==> config.mk <==
export PLATFORM = sky130hd
export DESIGN_NAME = alu_frame_interface_flat
export DESIGN_NICKNAME = d
export VERILOG_FILES = /design/src/rtl/alu_frame_pkg.sv /design/src/rtl/alu_frame_if.sv /design/src/rtl/alu_frame_alu.sv /design/src/rtl/alu_frame_interface.sv /design/src/flat_wrapper.sv
export SDC_FILE = /design/constraint.sdc
export NUM_CORES = 1
export LEC_CHECK = 0
export BUFFER_PORTS_ARGS = -buffer_cell sky130_fd_sc_hd__buf_4
export CAP_MARGIN = 30
export CELL_PAD_IN_SITES_DETAIL_PLACEMENT = 1
export CELL_PAD_IN_SITES_GLOBAL_PLACEMENT = 2
export CORE_UTILIZATION = 36
export DETAILED_ROUTE_END_ITERATION = 10
export GPL_ROUTABILITY_DRIVEN = 0
export PLACE_DENSITY = 0.9
export SYNTH_ARGS = -nofsm -noshare
export SYNTH_HDL_FRONTEND = slang
export SYNTH_HIERARCHICAL = 1
export SYNTH_SLANG_ARGS = --single-unit
==> constraint.sdc <==
create_clock -name i_clk -period 3.2 [get_ports i_clk]
set_input_delay 0.16 -clock i_clk [delete_from_list [all_inputs] [get_ports i_clk]]
set_output_delay 0.16 -clock i_clk [all_outputs]
set_load 0.01 [all_outputs]
==> src/rtl/alu_frame_pkg.sv <==
// Shared constants for the byte-framed ALU: FSM encodings, opcodes and a sizing helper.
package alu_frame_pkg;

  localparam logic [2:0] ST_A       = 3'd0;
  localparam logic [2:0] ST_B       = 3'd1;
  localparam logic [2:0] ST_OP      = 3'd2;
  localparam logic [2:0] ST_EXEC    = 3'd3;
  localparam logic [2:0] ST_TX_LOAD = 3'd4;
  localparam logic [2:0] ST_TX_WAIT = 3'd5;

  localparam logic [5:0] OP_ADD = 6'b100000;
  localparam logic [5:0] OP_SUB = 6'b100010;
  localparam logic [5:0] OP_AND = 6'b100100;
  localparam logic [5:0] OP_OR  = 6'b100101;
  localparam logic [5:0] OP_XOR = 6'b100110;
  localparam logic [5:0] OP_SRA = 6'b000011;
  localparam logic [5:0] OP_SRL = 6'b000010;
  localparam logic [5:0] OP_NOR = 6'b100111;

  // A byte index needs at least one bit even for single-byte operands.
  function automatic int idx_width(input int n);
    return (n > 1) ? $clog2(n) : 1;
  endfunction

endpackage

==> src/rtl/alu_frame_if.sv <==
// Receive/transmit byte handshake between the framing block and its UART-style peers.
interface alu_frame_if #(
  parameter int NB_BYTE = 8
) ();
  logic               i_rx_done;
  logic [NB_BYTE-1:0] i_rx_data;
  logic               i_tx_done;
  logic               o_tx_start;
  logic [NB_BYTE-1:0] o_tx_data;

  modport slave  (input  i_rx_done, i_rx_data, i_tx_done, output o_tx_start, o_tx_data);
  modport master (output i_rx_done, i_rx_data, i_tx_done, input  o_tx_start, o_tx_data);
endinterface

==> src/rtl/alu_frame_alu.sv <==
// Combinational ALU; opcodes outside the supported set produce zero.
module alu
  import alu_frame_pkg::*;
#(
  parameter int NB_DATA = 16,
  parameter int NB_CODE = 6
) (
  input  logic [NB_DATA-1:0] i_a,
  input  logic [NB_DATA-1:0] i_b,
  input  logic [NB_CODE-1:0] i_op,
  output logic [NB_DATA-1:0] o_result
);

  always_comb begin
    o_result = '0;
    case (i_op)
      NB_CODE'(OP_ADD): o_result = i_a + i_b;
      NB_CODE'(OP_SUB): o_result = i_a - i_b;
      NB_CODE'(OP_AND): o_result = i_a & i_b;
      NB_CODE'(OP_OR):  o_result = i_a | i_b;
      NB_CODE'(OP_XOR): o_result = i_a ^ i_b;
      NB_CODE'(OP_SRA): o_result = $signed(i_a) >>> i_b;
      NB_CODE'(OP_SRL): o_result = i_a >> i_b;
      NB_CODE'(OP_NOR): o_result = ~(i_a | i_b);
      default:          o_result = '0;
    endcase
  end

endmodule

==> src/rtl/alu_frame_interface.sv <==
// Collects A, B and opcode bytes, runs the ALU, then streams the result back LSB first.
// Optional inter-byte abort of partial frames: define ALU_FRAME_TIMEOUT_EN.
module alu_frame_interface
  import alu_frame_pkg::*;
#(
  parameter int NB_BYTE        = 8,
  parameter int NB_DATA        = 16,
  parameter int NB_CODE        = 6,
  parameter int TIMEOUT_CYCLES = 100000
) (
  input  logic               i_clk,
  input  logic               i_reset,
  alu_frame_if.slave         bus,
  output logic [NB_DATA-1:0] o_result,
  output logic               o_result_valid,
  output logic               o_busy,
  output logic               o_timeout
);

  localparam int NBYTES = NB_DATA / NB_BYTE;
  localparam int IDX_W  = idx_width(NBYTES);
  localparam logic [IDX_W-1:0] LAST = IDX_W'(NBYTES - 1);

  if ((NB_DATA % NB_BYTE) != 0 || NB_DATA < NB_BYTE || NB_CODE > NB_BYTE || TIMEOUT_CYCLES < 2)
  begin : g_bad_cfg
    $error("alu_frame_interface: illegal parameter combination");
  end

  logic [2:0]                      state;
  logic [IDX_W-1:0]                idx;
  logic [NBYTES-1:0][NB_BYTE-1:0]  a_q, b_q, res_bytes;
  logic [NB_CODE-1:0]              op_q;
  logic [NB_DATA-1:0]              alu_out;
  logic                            rx_acc;
  logic                            expire;

  assign rx_acc    = bus.i_rx_done && (state == ST_A || state == ST_B || state == ST_OP);
  assign res_bytes = o_result;
  assign o_busy    = !(state == ST_A && idx == '0);
  assign o_timeout = expire;

  alu #(.NB_DATA(NB_DATA), .NB_CODE(NB_CODE)) u_alu (
    .i_a      (a_q),
    .i_b      (b_q),
    .i_op     (op_q),
    .o_result (alu_out)
  );

`ifdef ALU_FRAME_TIMEOUT_EN
  localparam int CNT_W = $clog2(TIMEOUT_CYCLES);
  logic [CNT_W-1:0] cnt;
  logic             counting;

  assign counting = state == ST_B || state == ST_OP || (state == ST_A && idx != '0);
  // A byte arriving in the expiry cycle takes precedence over the abort.
  assign expire   = counting && !bus.i_rx_done && cnt == CNT_W'(TIMEOUT_CYCLES - 1);

  always_ff @(posedge i_clk or negedge i_reset) begin
    if (!i_reset)                          cnt <= '0;
    else if (rx_acc || !counting || expire) cnt <= '0;
    else                                    cnt <= cnt + 1'b1;
  end
`else
  assign expire = 1'b0;
`endif

  always_ff @(posedge i_clk or negedge i_reset) begin
    if (!i_reset) begin
      state          <= ST_A;
      idx            <= '0;
      a_q            <= '0;
      b_q            <= '0;
      op_q           <= '0;
      o_result       <= '0;
      o_result_valid <= 1'b0;
      bus.o_tx_start <= 1'b0;
      bus.o_tx_data  <= '0;
    end else begin
      o_result_valid <= 1'b0;
      bus.o_tx_start <= 1'b0;
      if (expire) begin
        state <= ST_A;
        idx   <= '0;
        a_q   <= '0;
        b_q   <= '0;
      end else begin
        case (state)
          ST_A: if (bus.i_rx_done) begin
            a_q[idx] <= bus.i_rx_data;
            if (idx == LAST) begin
              idx   <= '0;
              state <= ST_B;
            end else idx <= idx + 1'b1;
          end
          ST_B: if (bus.i_rx_done) begin
            b_q[idx] <= bus.i_rx_data;
            if (idx == LAST) begin
              idx   <= '0;
              state <= ST_OP;
            end else idx <= idx + 1'b1;
          end
          ST_OP: if (bus.i_rx_done) begin
            op_q  <= bus.i_rx_data[NB_CODE-1:0];
            state <= ST_EXEC;
          end
          ST_EXEC: begin
            o_result       <= alu_out;
            o_result_valid <= 1'b1;
            state          <= ST_TX_LOAD;
          end
          ST_TX_LOAD: begin
            bus.o_tx_data  <= res_bytes[idx];
            bus.o_tx_start <= 1'b1;
            state          <= ST_TX_WAIT;
          end
          ST_TX_WAIT: if (bus.i_tx_done) begin
            if (idx == LAST) begin
              idx   <= '0;
              state <= ST_A;
            end else begin
              idx   <= idx + 1'b1;
              state <= ST_TX_LOAD;
            end
          end
          default: begin
            state <= ST_A;
            idx   <= '0;
          end
        endcase
      end
    end
  end

endmodule

==> src/flat_wrapper.sv <==
// flat-port wrapper written by rule: the top's interface ports become plain ports
module alu_frame_interface_flat import alu_frame_pkg::*;
#(
  parameter int NB_BYTE        = 8,
  parameter int NB_DATA        = 16,
  parameter int NB_CODE        = 6,
  parameter int TIMEOUT_CYCLES = 100000
)
  (i_clk, i_reset, o_result, o_result_valid, o_busy, o_timeout, bus_i_rx_done, bus_i_rx_data, bus_i_tx_done, bus_o_tx_start, bus_o_tx_data);
  alu_frame_if #(.NB_BYTE(NB_BYTE)) bus_i ();
  input  logic i_clk;
  input  logic i_reset;
  output logic [NB_DATA-1:0] o_result;
  output logic o_result_valid;
  output logic o_busy;
  output logic o_timeout;
  input wire logic [$bits(bus_i.i_rx_done)-1:0] bus_i_rx_done;
  input wire logic [$bits(bus_i.i_rx_data)-1:0] bus_i_rx_data;
  input wire logic [$bits(bus_i.i_tx_done)-1:0] bus_i_tx_done;
  output wire logic [$bits(bus_i.o_tx_start)-1:0] bus_o_tx_start;
  output wire logic [$bits(bus_i.o_tx_data)-1:0] bus_o_tx_data;
  assign bus_i.i_rx_done = bus_i_rx_done;
  assign bus_i.i_rx_data = bus_i_rx_data;
  assign bus_i.i_tx_done = bus_i_tx_done;
  assign bus_o_tx_start = bus_i.o_tx_start;
  assign bus_o_tx_data = bus_i.o_tx_data;
  alu_frame_interface #(.NB_BYTE(NB_BYTE), .NB_DATA(NB_DATA), .NB_CODE(NB_CODE), .TIMEOUT_CYCLES(TIMEOUT_CYCLES)) u_core (.i_clk(i_clk), .i_reset(i_reset), .bus(bus_i), .o_result(o_result), .o_result_valid(o_result_valid), .o_busy(o_busy), .o_timeout(o_timeout));
endmodule
## After elaboration in Yosys (flattened, before gate mapping)

Cells that the tools add are included.

| operators by class | value |
|---|---|
| $lt $le $gt $ge | 2 |
| equality and inequality tests | 20 |
| shift-type cells | 2 |
| mux-type cells | 21 |
| reduce and logical (&&, ||, !) cells | 11 |
| bitwise operators | 6 |
| $add $sub $neg | 3 |

Operators with widths:

| kind | number |
|---|---|
| $pmux 16 s8 | 1 |
| $eq 6x6->1 const B | 6 |
| $bwmux 16 | 2 |
| $mux 8 | 3 |
| $mux 3 | 7 |
| $pmux 3 s6 | 1 |
| $add 16x16->16 | 1 |
| $and 16x16->16 | 1 |
| $not 16->16 | 1 |
| $or 16x16->16 | 1 |
| $shr 16x16->16 | 1 |
| $sshr 16x16->16 | 1 |
| $sub 16x16->16 | 1 |
| $xor 16x16->16 | 1 |
| $eq 6x2->1 const B | 2 |
| $demux 8 s1 | 1 |
| $ne 2x2->1 const B | 4 |
| $eq 3x2->1 const B | 2 |
| $eq 3x3->1 const B | 2 |
| $ne 2x1->1 const B | 3 |
| $reduce_and 2->1 | 3 |
| $reduce_and 6->1 | 1 |
| $mux 1 | 5 |
| $eq 3x1->1 const B | 1 |
| other kinds (11) | 13 |

| word-level totals | value |
|---|---|
| register bits | 68 |
| logic and storage cells | 76 |
| input port bits | 12 |
| output and inout bits | 28 |

## Depth between registers and ports, before layout

| logic depth | value |
|---|---|
| depth in word-level cells | 5 |
| gate-level depth with buffers | 16 |
| depth with buffers taken out | 14 |

## By module

The synthesis kept the hierarchy.

Modules (own cells, without submodules):

| module | times used | area an instance (um^2) | seq. area each (um^2) | cells an instance |
|---|---|---|---|---|
| alu | 1 | 3597.2 | 0.0 | 509 |
| alu_frame_interface | 1 | 2803.9 | 1701.6 | 188 |

## Least setup slack after synthesis

No wires, ideal clock.

| timing path | value |
|---|---|
| kind | reg2reg |
| start point | register u_core.op_q[3] |
| end point | register u_core.o_result[10] |
| setup time | 0.125 ns |
| arrival time | 3.386 ns |
| slack | -0.310 ns |
| stages on the path, launching flop included | 14 |
| buffers on the path | 1 |
| path through | dfrtp_1 > or4b_4 > or2_1 > clkbuf_1 > nor2_1 > a21oi_1 > fa_1 > a211oi_1 > o21ai_1 > a21oi_1 > o21a_1 > xnor2_1 > a211o_1 > mux2_2 |

| on the way | value |
|---|---|
| word-level cells in the longest chain between the ends | 2 |
| elaborated cells on any way between the ends | 9 |
| classes of those cells | 8 x eq/ne; 1 x mux |

RTL lines:

| what | RTL line | text |
|---|---|---|
| start: declaration | alu_frame_interface.sv:32 | `logic [NB_CODE-1:0] op_q;` |
| start signal: assignment | alu_frame_interface.sv:103 | `op_q <= bus.i_rx_data[NB_CODE-1:0];` |
| $eq 6x6->1 or $eq 6x2->1 (tied branches) | alu_frame_alu.sv:16 | `case (i_op)` |
| $pmux 16 s8 * | alu_frame_alu.sv:16 |  |
| named net u_core.alu_out[10] | alu_frame_interface.sv:33 | `logic [NB_DATA-1:0] alu_out;` |
| end signal: assignment | alu_frame_interface.sv:107 | `o_result <= alu_out;` |
| end: declaration | alu_frame_interface.sv:14 | `output logic [NB_DATA-1:0] o_result,` |

The timed path passes the listed nets; every way through them passes the cells marked *.
A chain may end at the register's enable or synchronous reset.

## Final worst setup path

| timing path | value |
|---|---|
| start point | register u_core.op_q[3] |
| end point | register u_core.o_result[6] |

Same word-level chain as after synthesis.

==> results.yml <==
clocking:
  clock-root-buffer: "clkbuf_16"
  cts_buffers: 9
  clk_path_buf_depth: 2
  clk_pin_slew_ns: 0.06
  cts_sinks: 68
  cts_tree: "yes"
  clk_latency_ns: 0.35
  h-tree-depth: 3
setup_path:
  worstPathCellList: "or4b_4, or2_4, nor2_4, a21oi_4, fa_2, a211oi_4, buf_4, nor2_2, o21a_1, nor2_2, xor2_2, o221ai_2, mux2_2"
  crit_arrival_ns: 3.64
  crit_top_cell: "nor2_2"
  crit_type: "reg2reg"
  end_kind: "flop"
  reg2regPathDepth: 13
  slowest_stage: "or4b_4"
  cpPeakStageDelay_ns: 0.58
  required_ns: 3.43
  worstPathMaxFanout: 5
  start_kind: "flop"
final_layout:
  nets: 838
  area_growth_pct: 22.5
  layout.cells.most_common_list: "buf_4, dfrtp_1, nor2_1"
  final_common_cell: "buf_4"
  final_util_pct: 45.2
  nFillCells: 1981
  post_layout_nonfiller_instances: 1007
  n_antenna_cell: 0
  drive_gt1_share_pct: 31.3
synth:
  synthTopCellsByArea: "dfrtp_1, ha_1, mux2_2"
  ys_types: 78
  synthesis.area_mm2: 0.00640
  syn_nets: 758
  synth-async-reset-ratio_pct: 100
  yosys_warnings: 6
  avgSynthCellArea_um2: 9.18
  synth-seq-cells: 68
  seq_area_frac_synth_pct: 26.6
  synthFlopType: "dfrtp_1"
  synthesis.instances: 697
  yosys.area.top_type: "dfrtp_1"
  yosysTopAreaCellShare_pct: 26.6
  synth-edff-count: 0
worst_hold_path:
  hold_path.class: "in2reg"
  min_delay_path_depth: 2
global_routing:
  grt_pass1_wl_mm: 36.2
  grt_use_total_pct: 26.2
  overflow: 0
  grt_pass1_vias: 6262
  antenna_found_initial: 0
  grt_max_degree: 69
drt:
  drt-pass1-iter-count: 5
  vias: 5991
  drt_iter0_markers: 494
  drc: 0
  post_drt_via_cell_ratio: 5.95
  ant_nets: 0
  wl_per_cell_um: 23.0
  wl_mm: 23.2
timing:
  max_slew_margin_pct: 33.9
  rsz0062_at_grt: "yes"
  fmax_mhz: 293
  tightest_slew_ns: 0.987
  final-max-slew-violation-count: 0
  finalHoldViolCount: 0
  finalCritPeriodShare_pct: 107
  setup_viol: 11
  setup_slack_ns: -0.209
  fin_hold_ws_ns: 0.0728
  finClkSkew_ns: 0.0120
  period_minus_slack_ns: 3.41
die:
  ios: 40
  initial_utilization_pct: 36.9
  core_area_mm2: 0.0174
  rows: 48
  dieHeight_um: 135
  dieArea_mm2: 0.0183
  die_width_um: 135
run:
  drv_cap: 0
outcome:
  violations: "negative setup slack"
  status: "finished with violations"
placement:
  dp.cells: 980
  io_buffers: 38
  dpl.hpwl_mm: 17.5
  place_ws_ns: -0.200
==> per-stage QoR <==
step / TNS (ns) / instance area, um2
after floorplan: -0.235 / 6470
after global placement: -0.233 / 7260
after detailed placement: -0.898 / 7260
after CTS: -0.486 / 7690
after global routing: -2.09 / 7840
final: -1.16 / 7840
==> path summary, 6_finish.rpt <==
kind                                           endpoint  slack [ns]                     from
worst min-delay path                      u_core/a_q[6]        0.07         bus_i_rx_data[6]
worst min register to register  u_core/bus.o_tx_data[6]        0.53  u_core/bus.o_tx_data[6]
min in group asynchronous               u_core/state[2]        0.15                  i_reset
worst max register to register       u_core/o_result[6]       -0.21           u_core/op_q[3]
max in group asynchronous                u_core/op_q[1]        2.47                  i_reset
worst max-delay path                 u_core/o_result[6]       -0.21           u_core/op_q[3]
==> critical path: cells and delay by family (launching register included) <==
family          cells  cell delay, ns
xor+xnor            1            0.20
flops               1            0.38
fa+ha+maj           1            0.39
simple gates        5            1.20
mux                 1            0.28
buf+inv             1            0.16
compound gates      4            0.68
==> registers in the layout, indices dropped and copies added (netlist names), 3 cells and up <==
register / flops
u_core/b_q: 16
u_core/bus.o_tx_data: 8
u_core/state: 3
u_core/a_q: 16
u_core/op_q: 6
u_core/o_result: 16
==> synth_stat cells (11+ instances only) <==
cell / n
a21oi_1: 42
ha_1: 48
nand3_1: 21
nor2_1: 52
clkbuf_1: 13
a211oi_1: 12
o21ai_0: 33
nand2_1: 47
mux2_4: 17
nor3_1: 11
inv_1: 37
mux2_2: 42
mux2i_1: 41
dfrtp_1: 68
buf_2: 15
xnor2_1: 31
==> metal layers <==
layer  track usage, %  share of wire (%)  wire length (um)  vias up
met4             8.80                2.8               657        0
met2             42.6                 47             10800      218
li1                 -                  -                 -     2693
met1             34.5                 44             10300     3022
met5                0                  0                 0        -
met3             5.35                6.0              1380       58
==> timing repair <==
item | in CTS | in global routing
setup endpoints to repair | 11 | 11
gates cloned | 0 | 0
setup buffers | 4 | 5
endpoints found under the hold margin | 68 | 0
resized for setup | 11 | 20
hold buffers | 1 | 0
pin swaps | 17 | 18
==> area by class of cell <==
| class | instances | area [um2] | share of cell area (%) |
|---|---|---|---|
| sequential | 68 | 1700 | 21.7 |
| tap | 225 | 282 | 3.59 |
| multi-input combinational | 550 | 4520 | 57.6 |
| clock inverter | 6 | 114 | 1.45 |
| clock buffer | 10 | 229 | 2.92 |
| timing repair buffer | 110 | 856 | 10.9 |
| inverter | 38 | 143 | 1.82 |
==> kinds of logic after synthesis <==
| group | Yosys count | share of synthesized area, % |
|---|---|---|
| flops | 68 | 26.6 |
| xor+xnor | 40 | 5.47 |
| simple gates | 187 | 15.1 |
| other cells | 1 | 0.0586 |
| mux | 107 | 20.1 |
| compound gates | 166 | 17.2 |
| fa+ha+maj | 49 | 9.70 |
| buf+inv | 79 | 5.82 |
Power is left out: the tool's default activity adds up to more than one toggle a clock period on the data nets, which glitch-free logic cannot reach.
